===== config.mk =====
export PLATFORM = sky130hd
export DESIGN_NAME = contador_pontos
export DESIGN_NICKNAME = d
export VERILOG_FILES = /design/src/rtl/pacote_truco.sv /design/src/rtl/apura_mao.sv /design/src/rtl/contador_pontos.sv
export SDC_FILE = /design/constraint.sdc
export NUM_CORES = 1
export LEC_CHECK = 0
export ABC_AREA = 1
export BUFFER_PORTS_ARGS = -buffer_cell sky130_fd_sc_hd__buf_2
export CORE_MARGIN = 2
export CORE_UTILIZATION = 51
export CTS_CLUSTER_DIAMETER = 30
export DETAILED_ROUTE_END_ITERATION = 16
export GPL_ROUTABILITY_DRIVEN = 0
export PLACE_DENSITY_LB_ADDON = 0.15
export SETUP_SLACK_MARGIN = 0.4
export SLEW_MARGIN = 0
export SYNTH_ARGS = -nofsm -noshare
export SYNTH_HDL_FRONTEND = slang
export SYNTH_HIERARCHICAL = 1
export SYNTH_SLANG_ARGS = --single-unit

===== constraint.sdc =====
create_clock -name clk -period 1.8 [get_ports clk]
set_input_delay 0.27 -clock clk [delete_from_list [all_inputs] [get_ports clk]]
set_output_delay 0.27 -clock clk [all_outputs]
set_load 0.01 [all_outputs]

===== src/rtl/pacote_truco.sv =====
// pacote_truco: shared FSM states, score limits and hand-value raise sequence
package pacote_truco;

    typedef enum logic [1:0] {OCIOSO, APURA, SOMA, FIM} estado_t;

    localparam logic [3:0] PONTOS_VITORIA = 4'd12;
    localparam logic [3:0] VALOR_MAX      = 4'd12;

    localparam logic [3:0] VALOR_1 = 4'd1;
    localparam logic [3:0] VALOR_3 = 4'd3;
    localparam logic [3:0] VALOR_6 = 4'd6;
    localparam logic [3:0] VALOR_9 = 4'd9;

    localparam logic [1:0] VENC_NENHUM = 2'b00;
    localparam logic [1:0] VENC_J1     = 2'b01;
    localparam logic [1:0] VENC_J2     = 2'b10;

    // Next hand value after an accepted truco; the top value is sticky.
    function automatic logic [3:0] proximo_valor(input logic [3:0] v);
        return v == VALOR_1 ? VALOR_3 :
               v == VALOR_3 ? VALOR_6 :
               v == VALOR_6 ? VALOR_9 : VALOR_MAX;
    endfunction

endpackage


===== src/rtl/apura_mao.sv =====
// apura_mao: combinational decision of which player won a three-round hand
module apura_mao
    import pacote_truco::*;
(
    input  logic [2:0] placar1_i,
    input  logic [2:0] placar2_i,
    output logic [1:0] vencedor_o
);

    logic [2:0] g1, g2;
    logic [1:0] n1, n2;

    // Rounds claimed by both players are draws; count the rest, then fall back to the earliest decided round.
    always_comb begin
        g1 = placar1_i & ~placar2_i;
        g2 = placar2_i & ~placar1_i;
        n1 = 2'(g1[0]) + 2'(g1[1]) + 2'(g1[2]);
        n2 = 2'(g2[0]) + 2'(g2[1]) + 2'(g2[2]);
        vencedor_o = n1 > n2 ? VENC_J1 :
                     n2 > n1 ? VENC_J2 :
                     g1[0]   ? VENC_J1 :
                     g2[0]   ? VENC_J2 :
                     g1[1]   ? VENC_J1 :
                     g2[1]   ? VENC_J2 :
                     g1[2]   ? VENC_J1 :
                     g2[2]   ? VENC_J2 : VENC_NENHUM;
    end

endmodule


===== src/rtl/contador_pontos.sv =====
// contador_pontos: truco game score keeper with hand-value raises and game-over detection
module contador_pontos #(
    parameter logic [3:0] PONTOS_VITORIA = pacote_truco::PONTOS_VITORIA
) (
    input  logic       clk,
    input  logic       clr,
    input  logic       valido,
    input  logic [2:0] placar1,
    input  logic [2:0] placar2,
    input  logic       truco,
    input  logic       novo_jogo,
    output logic [3:0] pontos1,
    output logic [3:0] pontos2,
    output logic [3:0] valor_mao,
    output logic       mao_ok,
    output logic       fim_jogo,
    output logic [1:0] vencedor
);

    import pacote_truco::*;

    estado_t    estado_q;
    logic [2:0] p1_q, p2_q;
    logic [1:0] venc_mao_q, venc_mao_d;
    logic [3:0] pontos1_q, pontos2_q, valor_q;
    logic       mao_ok_q, fim_q;
    logic [1:0] vencedor_q;
    logic [4:0] soma1_d, soma2_d;
    logic [3:0] pontos1_d, pontos2_d;

    apura_mao u_apura (
        .placar1_i (p1_q),
        .placar2_i (p2_q),
        .vencedor_o(venc_mao_d)
    );

    // Candidate scores after crediting the hand, saturated at the winning score.
    always_comb begin
        soma1_d   = {1'b0, pontos1_q} + {1'b0, valor_q};
        soma2_d   = {1'b0, pontos2_q} + {1'b0, valor_q};
        pontos1_d = venc_mao_q != VENC_J1 ? pontos1_q :
                    soma1_d >= {1'b0, PONTOS_VITORIA} ? PONTOS_VITORIA : soma1_d[3:0];
        pontos2_d = venc_mao_q != VENC_J2 ? pontos2_q :
                    soma2_d >= {1'b0, PONTOS_VITORIA} ? PONTOS_VITORIA : soma2_d[3:0];
    end

    // Game FSM: capture a hand, decide its winner, credit points, stop at game over.
    always_ff @(posedge clk or negedge clr) begin
        if (!clr) begin
            estado_q   <= OCIOSO;
            p1_q       <= 3'b000;
            p2_q       <= 3'b000;
            venc_mao_q <= VENC_NENHUM;
            pontos1_q  <= 4'd0;
            pontos2_q  <= 4'd0;
            valor_q    <= VALOR_1;
            mao_ok_q   <= 1'b0;
            fim_q      <= 1'b0;
            vencedor_q <= VENC_NENHUM;
        end else begin
            mao_ok_q <= 1'b0;
            case (estado_q)
                OCIOSO: begin
                    if (truco) valor_q <= proximo_valor(valor_q);
                    if (valido) begin
                        p1_q     <= placar1;
                        p2_q     <= placar2;
                        estado_q <= APURA;
                    end
                end
                APURA: begin
                    venc_mao_q <= venc_mao_d;
                    estado_q   <= SOMA;
                end
                SOMA: begin
                    pontos1_q  <= pontos1_d;
                    pontos2_q  <= pontos2_d;
                    mao_ok_q   <= 1'b1;
                    valor_q    <= VALOR_1;
                    fim_q      <= pontos1_d == PONTOS_VITORIA || pontos2_d == PONTOS_VITORIA;
                    vencedor_q <= pontos1_d == PONTOS_VITORIA ? VENC_J1 :
                                  pontos2_d == PONTOS_VITORIA ? VENC_J2 : VENC_NENHUM;
                    estado_q   <= pontos1_d == PONTOS_VITORIA || pontos2_d == PONTOS_VITORIA ? FIM : OCIOSO;
                end
                FIM: begin
                    if (novo_jogo) begin
                        pontos1_q  <= 4'd0;
                        pontos2_q  <= 4'd0;
                        valor_q    <= VALOR_1;
                        vencedor_q <= VENC_NENHUM;
                        fim_q      <= 1'b0;
                        estado_q   <= OCIOSO;
                    end
                end
                default: estado_q <= OCIOSO;
            endcase
        end
    end

    assign pontos1   = pontos1_q;
    assign pontos2   = pontos2_q;
    assign valor_mao = valor_q;
    assign mao_ok    = mao_ok_q;
    assign fim_jogo  = fim_q;
    assign vencedor  = vencedor_q;

endmodule


==> impl_metrics.ini <==
[synth]
postSynthAreaPerCell_um2 = 7.98
synth_area_um2 = 1760
netlist_instances = 221
synth_mux_area_share_pct = 3.83
ys_warn_count = 6
ys_ff_latch = 26
yosysUniqueCellTypes = 26
synth_fa_ha_area_share_pct = 11.6
synthXorXnorAreaFrac_pct = 0.993
synthSimpleGateAreaFrac_pct = 27.0
seq_area_frac_synth_pct = 37.0
synth_top_family_by_area = simple AND/OR/NAND/NOR gates
synth_compound_area_share_pct = 9.43
syn_nets = 246

[worst_setup_path]
arrival_ps = 2270
cp_max_fo = 3
reg2reg_from = valor_mao[0]
start_kind = flop
critPathCaptureType = flop
critical_path_class = reg2reg
max_stage_delay_ps = 590
cp_slowest_cell = dfstp_2
timing.critical_path.mode_cell = nand2_1
r2r_end = vencedor[1]
worstPathCellList = ha_4, inv_2, fa_2, xor2_1, inv_1, nand3_2, nand3_2, nand2_2, nor2_4, nand2_1, nand2_1, nand2_1
r2r_slack_ps = -210
critical_path_required_ps = 2060
r2r_cells = 12

[timing]
max_freq_mhz = 496
slew_violations = 0
setup_tns_ps = -1360
layout_setup_ws_ps = -215
layout_min_cycle_time_ps = 2010
finalHoldViolations = 0
worst_pin_slew_ps = 604
setup_viol = 11
grt_setup_unrepaired = true
fin_skew_ps = 16.1
post-route-period-util_pct = 112
slew_headroom_pct = 59.7

[layout]
multiInputGateArea_um2 = 1080
nNetsFinal = 298
syn_to_final_growth_pct = 31.4
finalNonFillerCells = 318
register_area_um2 = 653
antenna_cells = 0
fillers = 299
drive_gt1_share_pct = 41.9

[min_path]
hp-start = placar1[1]
whs_endpoint = p1_q[1]
min_path_type = in2reg
whs_path_depth = 2

[drt]
route.detailed.drc = 0
avgViaCountPerCell = 5.02
wirelength_mm = 3.93
drt_iter0_drc = 119
vias = 1595
wl_per_cell_um = 12.4
ant_nets = 0
drt_first_pass_iters = 5

[global_route]
grt_pass1_vias = 1519
antenna_found_initial = 0
track_usage_pct = 21.9
grt_first_pass_wirelength_mm = 6.84
gr-total-overflow = 0
grt_max_degree = 27

[cts]
cts_buffers = 3
clk_path_buf_depth = 2
root_buffer = clkbuf_4
clkLatencyLatePin_ps = 340
cts.clk_slew.worst_paths_ps = 160
cts.sinks = 26
cts_tree = yes
h-tree-depth = 1

[floorplan]
core_um2 = 3340
chipWidth_um = 62.8
row_count = 21
dieArea_um2 = 3950
start_util_pct = 52.9
io_pins = 27
dieHeight_um = 62.8

[placed_design]
io_buffers = 26
dpl.hpwl_mm = 2.98
dp_cells = 310
dpl_worst_slack_ps = -170

[power_and_ir_drop]
power_density_nw_per_um2 = 2030
finalPower_mw = 4.71
power.leakage_nw = 1.22
ir_drop_v = 0.00116

[run_status]
status = finished with violations
violations = negative setup slack

[job]
maxCapViolCount = 0
==> layer usage <==
| layer | GRT usage (%) | routed length, um | vias up |
|---|---|---|---|
| met4 | 6.39 | 59 | 0 |
| met5 | 0 | 0 | - |
| met2 | 36.8 | 1820 | 57 |
| met3 | 3.06 | 238 | 9 |
| met1 | 29.5 | 1810 | 718 |
| li1 | - | - | 811 |
==> cell type report <==
class | count | share of cell area (%)
multi-input cells | 147 | 46.5
flip-flops and latches | 26 | 28.2
repair buffers | 47 | 12.8
inverters | 48 | 7.83
well taps | 46 | 2.48
clock inverters | 1 | 1.30
clock buffers | 3 | 0.971
==> cell usage in the layout (no fill, tap or decap), types with 4 or more instances in the layout <==
master	count
a21oi_1	6
buf_2	25
buf_4	20
dfrtp_1	24
ha_1	7
inv_1	31
inv_2	16
mux2_1	5
nand2_1	40
nand2_2	10
nand3_1	16
nand3_2	13
nor2_1	9
nor2_4	4
o21ai_1	6
==> stage by stage <==
stage / hold WS [ps] / util [%] / cell area [um2]
global placement: 310 / 63.3 / 2110
global route: 128 / 69.5 / 2320
finish: 123 / 69.5 / 2320
detailed placement: 314 / 63.3 / 2110
floorplan: -25.6 / - / 1800
CTS: 121 / 67.0 / 2240
==> critical path, delay by kind of cell (launching register included) <==
family	cells	cell delay, ps
xor+xnor	1	170
fa+ha+maj	2	480
buf+inv	2	110
flops	1	590
simple gates	7	580
==> report_power, final <==
group	switching (mW)	total, mW	internal (mW)
Combinational	1.87	3.22	1.36
Sequential	0.222	1.07	0.846
Clock	0.188	0.414	0.226
Total	2.28	4.71	2.43
==> timing repair <==
item                                   in CTS  in global routing
gates cloned                                0                  0
endpoints found under the hold margin      25                  0
hold buffers                                1                  0
buffers inserted                            1                  2
pin swaps                                   7                 15
gates resized for setup                    12                 19
setup endpoints to repair                  17                 24
==> worst max-delay path by stage <==
stage,end,startpoint,slack (ps)
2_1_floorplan,vencedor[1],valor_mao[0],-100
3_3_place_gp,estado_q[0],valor_mao[0],-140
3_5_place_dp,estado_q[0],valor_mao[0],-170
4_1_cts,estado_q[0],valor_mao[0],-170
5_1_grt,vencedor[1],valor_mao[0],-320
6_report,vencedor[1],valor_mao[0],-210
==> cells by family (layout without fill, tap and decap cells) <==
group | count (synthesis) | count (layout)
buf+inv | 48 | 99
flops | 26 | 26
fa+ha+maj | 14 | 14
compound gates | 28 | 28
mux | 6 | 6
simple gates | 97 | 97
xor+xnor | 2 | 2
==> state kept, by name (all words and copies together), names as in the netlist <==
register and count:
estado_q 2, fim_jogo 1, mao_ok 1, p1_q 3, p2_q 3, pontos1 4, pontos2 4, valor_mao 4
venc_mao_q 2, vencedor 2
==> Yosys cell counts <==
| cell | n | area [um2] |
|---|---|---|
| fa_1 | 4 | 80.1 |
| o21ai_0 | 2 | 10.0 |
| xor2_1 | 2 | 17.5 |
| o21ai_1 | 7 | 35.0 |
| dfstp_2 | 1 | 26.3 |
| nand3_2 | 8 | 80.1 |
| nor3_1 | 1 | 5.00 |
| nor2_4 | 2 | 22.5 |
| a21oi_2 | 2 | 17.5 |
| a22o_1 | 1 | 8.76 |
| mux2_2 | 1 | 11.3 |
| inv_1 | 36 | 135 |
| nand3_1 | 22 | 110 |
| clkinv_1 | 1 | 3.75 |
| mux2_1 | 5 | 56.3 |
| o31ai_1 | 3 | 22.5 |
| inv_2 | 11 | 41.3 |
| nor2_1 | 9 | 33.8 |
| a21oi_1 | 8 | 40.0 |
| o21a_1 | 1 | 7.51 |
| nand2_1 | 48 | 180 |
| o22ai_1 | 4 | 25.0 |
| ha_1 | 10 | 125 |
| nand2_2 | 3 | 18.8 |
| dfrtp_1 | 25 | 626 |
| nor2_2 | 4 | 25.0 |
(Power assumes the default switching activity.)
